`config.mk`:
```
export PLATFORM = sky130hd
export DESIGN_NAME = cnt_bcd_conv
export DESIGN_NICKNAME = d
export VERILOG_FILES = /design/src/rtl/cnt_bcd_conv_pkg.sv /design/src/rtl/cnt_bcd_conv_bcd_add3.sv /design/src/rtl/cnt_bcd_conv.sv
export SDC_FILE = /design/constraint.sdc
export NUM_CORES = 1
export LEC_CHECK = 0
export CORE_MARGIN = 10
export CORE_UTILIZATION = 61
export DETAILED_ROUTE_END_ITERATION = 8
export GPL_ROUTABILITY_DRIVEN = 0
export GPL_TIMING_DRIVEN = 0
export PLACE_DENSITY = 0.95
export SLEW_MARGIN = 20
export SYNTH_ARGS = -nofsm -noshare
export SYNTH_HDL_FRONTEND = slang
export SYNTH_SLANG_ARGS = --single-unit
```
`constraint.sdc`:
```
create_clock -name sclk -period 2.8 [get_ports sclk]
set_input_delay 0.7 -clock sclk [delete_from_list [all_inputs] [get_ports sclk]]
set_output_delay 0.7 -clock sclk [all_outputs]
set_load 0.01 [all_outputs]
```
`src/rtl/cnt_bcd_conv_pkg.sv`:
```
// Shared constants and FSM state type for the binary-to-BCD display stage.
package cnt_bcd_conv_pkg;

  localparam int unsigned DigitW    = 4;
  localparam int unsigned DefDw     = 10;
  localparam int unsigned DefDigits = 4;

  typedef enum logic [1:0] {
    StIdle  = 2'd0,
    StShift = 2'd1,
    StDone  = 2'd2
  } state_e;

endpackage

```
`src/rtl/cnt_bcd_conv_bcd_add3.sv`:
```
// Double-dabble digit correction: digits of 5 or more get +3 before the shift.
module cnt_bcd_conv_bcd_add3
  import cnt_bcd_conv_pkg::*;
(
  input  logic [DigitW-1:0] digit_i,
  output logic [DigitW-1:0] digit_o
);

  always_comb begin
    digit_o = (digit_i >= DigitW'(5)) ? digit_i + DigitW'(3) : digit_i;
  end

endmodule

```
`src/rtl/cnt_bcd_conv.sv`:
```
// Sequential binary-to-BCD converter (shift-add-3, one bit per clock) that
// self-triggers whenever the counter value differs from the last converted one.
module cnt_bcd_conv
  import cnt_bcd_conv_pkg::*;
#(
  parameter int unsigned DW     = DefDw,
  parameter int unsigned DIGITS = DefDigits
) (
  input  logic                     sclk,
  input  logic                     rst_n,
  input  logic [DW-1:0]            cnt,
  output logic [DigitW*DIGITS-1:0] bcd,
  output logic                     bcd_vld,
  output logic                     busy
);

  localparam int unsigned BcdW = DigitW * DIGITS;
  localparam int unsigned CntW = (DW > 1) ? $clog2(DW) : 1;
  localparam logic [CntW-1:0] LastBit = CntW'(DW - 1);

  state_e            state_q, state_d;
  logic [DW-1:0]     src_q, src_d;
  logic [DW-1:0]     last_q, last_d;
  logic [BcdW-1:0]   scratch_q, scratch_d;
  logic [BcdW-1:0]   corr;
  logic [CntW-1:0]   bit_cnt_q, bit_cnt_d;
  logic              first_q, first_d;
  logic [BcdW-1:0]   bcd_q, bcd_d;
  logic              vld_q, vld_d;

  for (genvar g = 0; g < DIGITS; g++) begin : g_add3
    cnt_bcd_conv_bcd_add3 u_add3 (
      .digit_i (scratch_q[g*DigitW +: DigitW]),
      .digit_o (corr[g*DigitW +: DigitW])
    );
  end

  always_comb begin
    state_d   = state_q;
    src_d     = src_q;
    last_d    = last_q;
    scratch_d = scratch_q;
    bit_cnt_d = bit_cnt_q;
    first_d   = first_q;
    bcd_d     = bcd_q;
    vld_d     = 1'b0;
    unique case (state_q)
      StIdle: begin
        if (first_q || (cnt != last_q)) begin
          src_d     = cnt;
          last_d    = cnt;
          scratch_d = '0;
          bit_cnt_d = '0;
          first_d   = 1'b0;
          state_d   = StShift;
        end
      end
      StShift: begin
        // Corrected digits shift up; the top corrected bit can never be set.
        scratch_d = BcdW'({corr, src_q[DW-1]});
        src_d     = src_q << 1;
        bit_cnt_d = bit_cnt_q + CntW'(1);
        if (bit_cnt_q == LastBit) begin
          state_d = StDone;
        end
      end
      StDone: begin
        bcd_d   = scratch_q;
        vld_d   = 1'b1;
        state_d = StIdle;
      end
      default: state_d = StIdle;
    endcase
  end

  always_ff @(posedge sclk or negedge rst_n) begin
    if (!rst_n) begin
      state_q   <= StIdle;
      src_q     <= '0;
      last_q    <= '0;
      scratch_q <= '0;
      bit_cnt_q <= '0;
      first_q   <= 1'b1;
      bcd_q     <= '0;
      vld_q     <= 1'b0;
    end else begin
      state_q   <= state_d;
      src_q     <= src_d;
      last_q    <= last_d;
      scratch_q <= scratch_d;
      bit_cnt_q <= bit_cnt_d;
      first_q   <= first_d;
      bcd_q     <= bcd_d;
      vld_q     <= vld_d;
    end
  end

  assign bcd     = bcd_q;
  assign bcd_vld = vld_q;
  assign busy    = (state_q != StIdle);

endmodule

```
Word level (Yosys, flattened, before mapping):

Cells that the tools add are included.

* muxes and demuxes: 14
* add/sub/neg operators: 5
* equal/unequal tests: 6
* reductions and logical operators: 7
* magnitude comparators: 4

Operator list (count)
* $pmux 16 s2: 1
* $pmux 10 s2: 1
* $ge 4x3->1 const B: 4
* $mux 16: 1
* $mux 4: 4
* $add 4x2->4 const B: 3
* $mux 10: 1
* $ne 10x10->1: 1
* $pmux 4 s2: 1
* $reduce_and 2->1: 3
* $add 4x1->4 const B: 1
* $eq 4x4->1 const B: 1
* $mux 2: 2
* $ne 2x2->1 const B: 2
* $pmux 2 s2: 1
* $reduce_bool 2->1: 2
* $add 3x2->3 const B: 1
* $mux 3: 1
* $eq 2x1->1 const B: 1
* $eq 2x2->1 const B: 1
* $logic_not 2->1: 1
* $logic_or 1x1->1: 1
* $mux 1: 1

* bits of input ports: 12
* bits in registers: 60
* output and inout port bits: 18
* word-level logic and storage cells: 44

Logic depth before layout (Yosys ltp):

Gate-level depths: netlist of the first run.

* word-level depth: 4
* depth in mapped cells: 6
* mapped depth without buffers: 6

Hierarchy:

From an unflattened synthesis of the first run, not the netlist that was laid out.

* cells, all modules: 240
* area, all modules: 2875.3 um^2

Modules (own cells, without submodules)
* cnt_bcd_conv: instances 1, cells each 176, area an instance 2469.9 um^2, seq. area each 1502.7 um^2
* cnt_bcd_conv_bcd_add3: instances 4, cells each 16, area an instance 101.3 um^2, seq. area each 0.0 um^2

Worst setup path after synthesis of the first run:

OpenSTA, ideal clock, no wires.

* path kind: input port to flip-flop
* from: input cnt[7]
* to: register src_q[6]
* library setup time: 0.126 ns
* stages on the path: 5
* setup slack: 0.879 ns
* arrival time: 1.794 ns
* path buffers: 1
* data required time: 2.674 ns
* path through: xor2_1 > nor4_4 > buf_4 > a31oi_1 > a311o_1

* word-level cells in the longest chain between the ends: 4

Ends and longest elaborated chain
* start, declared: line cnt_bcd_conv.sv:11 `input logic [DW-1:0] cnt,`
* $ne 10x10->1: line cnt_bcd_conv.sv:49 `if (first_q || (cnt != last_q)) begin`
* $logic_or 1x1->1: line cnt_bcd_conv.sv:49
* $ne 2x2->1 (no line)
* $reduce_and 2->1 (no line)
* end signal, assigned: line cnt_bcd_conv.sv:88 `src_q <= src_d;`
* end, declared: line cnt_bcd_conv.sv:22 `logic [DW-1:0] src_q, src_d;`

Every way passes these cells.
A chain may end at the register's enable or synchronous reset.

Worst setup path after layout of the first run:

* from: register state_q[0]
* to: output busy

* word-level cells in the longest chain between the ends: 1

Ends and longest elaborated chain
* start, declared: line cnt_bcd_conv.sv:21 `state_e state_q, state_d;`
* start signal, assigned: line cnt_bcd_conv.sv:78 `state_q <= StIdle;`
* start signal, assigned: line cnt_bcd_conv.sv:87 `state_q <= state_d;`
* $reduce_bool 2->1: line cnt_bcd_conv.sv:100 `assign busy = (state_q != StIdle);`
* end, declared: line cnt_bcd_conv.sv:14 `output logic busy`

Every way passes these cells.

==> impl_metrics.ini, run 1 <==
[cts]
ctsHoldBuffers = 0
cts_htree_levels = 3
postCtsSetupRepairBufs = 0
clk-insertion-delay-late_ns = 0.34
cts.sinks = 60
clk_path_buf_depth = 2
cts_made_buffers = 9
cts.root.buffer_cell = clkbuf_8
tritoncts = yes
clkSlewWorstSetupHoldPaths_ns = 0.06

[logic_synthesis]
post-synth-top-count-cell = dfrtp_1
synth_sequential_area_ratio_pct = 50.7
synthDominantCellAreaShare_pct = 49.8
netlist-cell-type-count = 39
synth-compound-area-share_pct = 15.9
synth_async_reset_ratio_pct = 100
synth_edf_count = 0
synth_nets = 300
simple_gate_share_of_the_synthesized_area_pct = 14.2
synth.mux.area_fraction_pct = 6.33
synth_warnings = 0
leading_post_synthesis_cells_by_instance_count = dfrtp_1, nand2_1, a22o_1, o21ai_0, mux2_2
post_synthesis_instance_total = 278
netlist.top_cell.by_area = dfrtp_1
synth.avg_cell_area_um2 = 10.7
synth_top_family_by_area = compound AO/OA/AOI/OAI gates
synth.top_cells.by_area = dfrtp_1, mux2_2, nand2_1, a22o_1, ha_1
synth-xor-area-share_pct = 5.02
ys_dominant_reg_cell = dfrtp_1
synth_area_um2 = 2960
synth_fa_ha_area_share_pct = 4.22
flip_flop_and_latch_count_after_synthesis = 60

[critical_path]
slowest_stage = clkdlybuf4s50_1
setup.worst_path.start_class = register
crit_path_cell_trace = nor2_2 > inv_1 > clkbuf_1 > clkdlybuf4s50_1
crit_fanout = 10
type_of_the_worst_setup_path = reg2out
setup.worst_path.end_class = primary output
arrival_ns = 1.98
cp.required_ns = 2.10
critical_path.reg2reg.startpoint = state_q[0]
crit_path_end = busy
path_delay_family = buffers and inverters
cpPeakStageDelay_ns = 0.55
worst-r2r-setup-slack_ns = 0.92
critical_path.startpoint = state_q[0]
worstPathBufferInverterCount = 3
worstRegToRegCells = 5
worst_reg2reg_endpoint = src_q[7]
number_of_stages_on_the_worst_setup_path = 4

[route]
drt_wl_total_um = 6720
drc = 0
vias = 2329
post_drt_wl_per_cell_um = 17.3
drt-initial-drc-count = 201
route.antenna.remaining_nets = 0
drt_pass1_iterations = 6
routed_via_density = 5.99

[final_layout]
fillers = 314
areaGrowthSynthToFinish_pct = 18.3
share_of_cells_above_drive_strength_1_pct = 14.3
instances_no_fill = 389
nets = 340
total_inserted_antenna_cells = 0

[pwr]
power.ir.vdd_worst_v = 0.000591
power.density_nw_per_um2 = 1150
leakagePower_nw = 1.63

[sta]
post-route-period-util_pct = 95.6
timing.final.hold_violations = 0
rsz0062_at_grt = false
finalMaxSlewViolations = 0
finalCriticalPeriod_ns = 2.68
tightestPinTransition_ns = 0.736
finalSetupViolations = 0
slew-limit-headroom_pct = 50.9
final.setup_skew_ns = 0.00329
setup_slack_ns = 0.122
max_freq_ghz = 0.373

[global_routing]
vias_in_the_first_global_route = 2307
grt_antenna_before_repair = 0
grt_overflow_total = 0
grt_first_pass_wirelength_um = 11300
maximum_number_of_pins_on_one_net_before_global_route_repair = 61
groute.usage.overall_pct = 17.0

[floorplanning]
core_area_um2 = 4720
io-pin-count = 30
placementRows = 25
floorplan.initialDensity_pct = 62.8
die_width_um = 89.7
floorplan.die_area_um2 = 8050
die_h_um = 89.7

[place]
hpwlAfterDp_um = 4460
io_buffers = 29
dp_worst_setup_slack_ns = 0.271
dp_cells = 374

[hold_path]
hp-class = in2async

[outcome]
run_status = finished, final reports clean

[run]
maxCapViolations = 0
flip-flops by register name, indices dropped and copies added, names as in the netlist:
name,cells
first_q,1
state_q,2
src_q,10
last_q,10
bcd,16
bit_cnt_q,4
bcd_vld,1
scratch_q,16
power by group:
group / leakage, nW / switching (mW) / internal [mW]
logic: 0.783 / 0.920 / 0.853
registers: 0.758 / 0.320 / 1.23
clock network: 0.0893 / 0.326 / 0.362
routing by layer:
metal  vias up  track usage, %  routed length [µm]
met5         -               0                   0
met4         0            8.89                 136
met3        18            3.49                 452
met2        92            26.5                3200
met1      1143            21.8                2940
li1       1076               -                   -
cells in the final DEF, fill, tap and decap left out, drive strengths merged, types with 4 or more instances in the layout:
cell,synthesis,layout
nand2,41,41
nor4,4,4
mux2,14,14
nor3,6,6
clkbuf,4,17
clkdlybuf4s50,0,28
a21oi,6,6
o2bb2ai,5,5
nand3,6,6
a22o,16,16
dfrtp,59,59
nor2,8,8
nand4,6,6
xnor2,11,11
ha,10,10
a22oi,4,4
nand2b,5,5
o21ai,16,16
xor2,6,6
nor2b,5,5
a31o,4,4
buf,8,9
inv,12,12
metrics by stage:
stage	hold slack [ns]	instance area (µm²)	setup TNS, ns	power, mW	util (%)
after floorplan	0.404	2960	0	2.71	-
after global placement	0.462	3340	-44.62	3.17	70.7
after detailed placement	0.473	3340	0	3.29	70.6
after CTS	0.451	3510	0	4.00	74.3
after global routing	0.488	3510	0	4.29	74.3
final	0.422	3510	0	4.02	74.3
area by class of cell:
cell class | count | area (µm²) | area share, %
inverters | 13 | 48.8 | 1.39
flip-flops and latches | 60 | 1500 | 42.8
plain buffers | 12 | 57.6 | 1.64
multi-input cells | 193 | 1360 | 38.7
clock buffers | 13 | 159 | 4.53
repair buffers | 29 | 288 | 8.21
clock inverters | 2 | 10.0 | 0.285
well taps | 67 | 83.8 | 2.39
worst min path at each step:
| stage | from | endpoint | cells after the start |
|---|---|---|---|
| 3_3_place_gp | bcd[8] | bcd[8] | 2 |
| 4_1_cts | rst_n | bcd[11] | 1 |
| 2_1_floorplan | rst_n | bcd[0] | 0 |
| 5_1_grt | rst_n | scratch_q[11] | 1 |
| 3_5_place_dp | bcd[5] | bcd[5] | 2 |
| 6_report | rst_n | bcd[11] | 1 |
logic make-up (layout without fill, tap and decap cells):
| family | count (synthesis) | count (layout) |
|---|---|---|
| AO/OA/AOI/OAI | 64 | 64 |
| XOR/XNOR | 17 | 17 |
| adder cells (fa/ha/maj) | 10 | 10 |
| buffers and inverters | 25 | 69 |
| flip-flops | 60 | 60 |
| multiplexers | 17 | 17 |
| AND/OR/NAND/NOR | 85 | 85 |
repair_timing:
| item | in CTS | in global routing |
|---|---|---|
| setup endpoints to repair | 1 | 0 |
| gates resized for setup | 1 | 0 |
| endpoints found under the hold margin | 0 | 0 |
(Power assumes the default switching activity.)
==> run 2, diff against run 1 <==
Settings changed: CORE_MARGIN 10 to default, CORE_UTILIZATION 61 to 56, PLACE_DENSITY 0.95 to 0.89.
Clock period 2.8 ns to 3.05 ns, I/O delays scaled along.
==> impl_metrics.ini, run 2 (synthesis results as in run 1) <==
[cts]
clk_path_buf_depth = 2
clkSlewWorstSetupHoldPaths_ns = 0.06
ctsHoldBuffers = 0
clk-insertion-delay-late_ns = 0.34
postCtsSetupRepairBufs = 0
tritoncts = yes
post_cts.resized_instances = 0
cts_made_buffers = 9
cts.root.buffer_cell = clkbuf_8
cts_htree_levels = 3
cts.sinks = 60

[pwr]
internal-power_mw = 2.25
sw_ratio_pct = 38.7
power.share.clock_pct = 17.0
combPwrFrac_pct = 44.4
leakagePower_nw = 1.63
power.ir.vdd_worst_v = 0.000463
power.switching_mw = 1.42
power.density_nw_per_um2 = 1050
p_seq_share_pct = 38.5

[floorplanning]
placementRows = 26
floorplan.die_area_um2 = 5590
core_area_um2 = 5110
io-pin-count = 30
die_width_um = 74.8
floorplan.initialDensity_pct = 58.0
die_h_um = 74.8

[global_routing]
vias_in_the_first_global_route = 2179
groute.usage.overall_pct = 25.4
grt_first_pass_wirelength_um = 10400
maximum_number_of_pins_on_one_net_before_global_route_repair = 61
grt_antenna_before_repair = 0
grt_overflow_total = 0

[route]
routed_via_density = 5.85
vias = 2295
drc = 0
post_drt_wl_per_cell_um = 16.3
drt-initial-drc-count = 211
route.antenna.remaining_nets = 0
drt_wl_total_um = 6400
drt_pass1_iterations = 8

[place]
hpwlAfterDp_um = 4250
io_buffers = 29
dp_cells = 377
dp_worst_setup_slack_ns = 0.452

[critical_path]
worst_reg2reg_endpoint = src_q[7]
critical_path.reg2reg.startpoint = state_q[0]
slowest_stage = clkdlybuf4s50_1
setup.worst_path.start_class = register
cp.required_ns = 2.29
cpPeakStageDelay_ns = 0.53
type_of_the_worst_setup_path = reg2out
setup.worst_path.end_class = primary output
crit_path_cell_trace = nor2_1 > inv_1 > clkbuf_1 > clkdlybuf4s50_1
arrival_ns = 2.10
crit_fanout = 10
worstPathBufferInverterCount = 3
worst-r2r-setup-slack_ns = 1.20
path_delay_family = buffers and inverters
worstRegToRegCells = 5

[sta]
finalMaxSlewViolations = 0
setup_slack_ns = 0.184
finalSetupTns_ns = 0
rsz0062_at_grt = false
finalCriticalPeriod_ns = 2.87
finalSetupViolations = 0
slew-limit-headroom_pct = 51.5
post-route-period-util_pct = 94.0
timing.final.hold_violations = 0
max_freq_ghz = 0.349
final.setup_skew_ns = 0.00459
tightestPinTransition_ns = 0.728

[final_layout]
most_frequent_cells_in_the_layout = dfrtp_1, nand2_1, clkdlybuf4s50_1, o21ai_0, a22o_1
total_inserted_antenna_cells = 0
layout.cells.most_common = dfrtp_1
areaGrowthSynthToFinish_pct = 18.4
instances_no_fill = 392
share_of_cells_above_drive_strength_1_pct = 14.0
fillers = 375
nets = 340

[hold_path]
worst_hold_path.endpoint = bcd[1]
min_delay_path_depth = 2
hp-class = reg2reg
worstHoldStart = bcd[1]

[outcome]
run_status = finished, final reports clean

[run]
maxCapViolations = 0
==> run 2: stage by stage <==
| step | power, mW | util, % | hold slack (ns) | area [µm²] |
|---|---|---|---|---|
| after floorplan | 2.48 | - | 0.465 | 2960 |
| after global placement | 2.91 | 65.4 | 0.464 | 3340 |
| after detailed placement | 3.01 | 65.4 | 0.473 | 3340 |
| after CTS | 3.67 | 68.7 | 0.486 | 3510 |
| after global routing | 3.92 | 68.7 | 0.506 | 3510 |
| final | 3.68 | 68.7 | 0.480 | 3510 |
==> run 2: layer usage <==
metal	global-route usage [%]	vias to the layer above	wire (µm)
met1	33.1	1116	2730
met3	5.22	17	379
met5	0	-	0
li1	-	1075	-
met2	40.0	87	3120
met4	13.8	0	165
==> run 2: how the worst max path moves through the flow <==
stage	startpoint	endpoint	depth (start not counted)
after global placement	rst_n	bcd[6]	1
after detailed placement	cnt[7]	last_q[1]	5
after CTS	state_q[0]	busy	4
after global routing	state_q[0]	busy	4
after floorplan	cnt[7]	src_q[6]	5
final	state_q[0]	busy	4
==> run 2: layout make-up <==
type	instances	area (µm²)	share of cell area, %
Inverter	13	48.8	1.39
Sequential cell	60	1500	42.8
Clock buffer	13	159	4.53
Timing Repair Buffer	29	288	8.20
Clock inverter	2	10.0	0.285
Tap cell	70	87.6	2.50
Multi-Input combinational cell	193	1360	38.6
Buffer	12	57.6	1.64
==> run 2: power groups by stage <==
stage | clock network [mW] | registers, mW | logic [mW]
4_1_cts | 0.630 | 1.41 | 1.63
3_5_place_dp | 0 | 1.42 | 1.60
3_3_place_gp | 0 | 1.40 | 1.51
5_1_grt | 0.662 | 1.46 | 1.80
6_report | 0.627 | 1.42 | 1.63
2_1_floorplan | 0 | 1.40 | 1.09
==> run 2: worst min-delay path, cell delays in order (launching register included) <==
cell and delay (ns):
dfrtp_1 0.34, nand2_1 0.05, o21ai_0 0.06
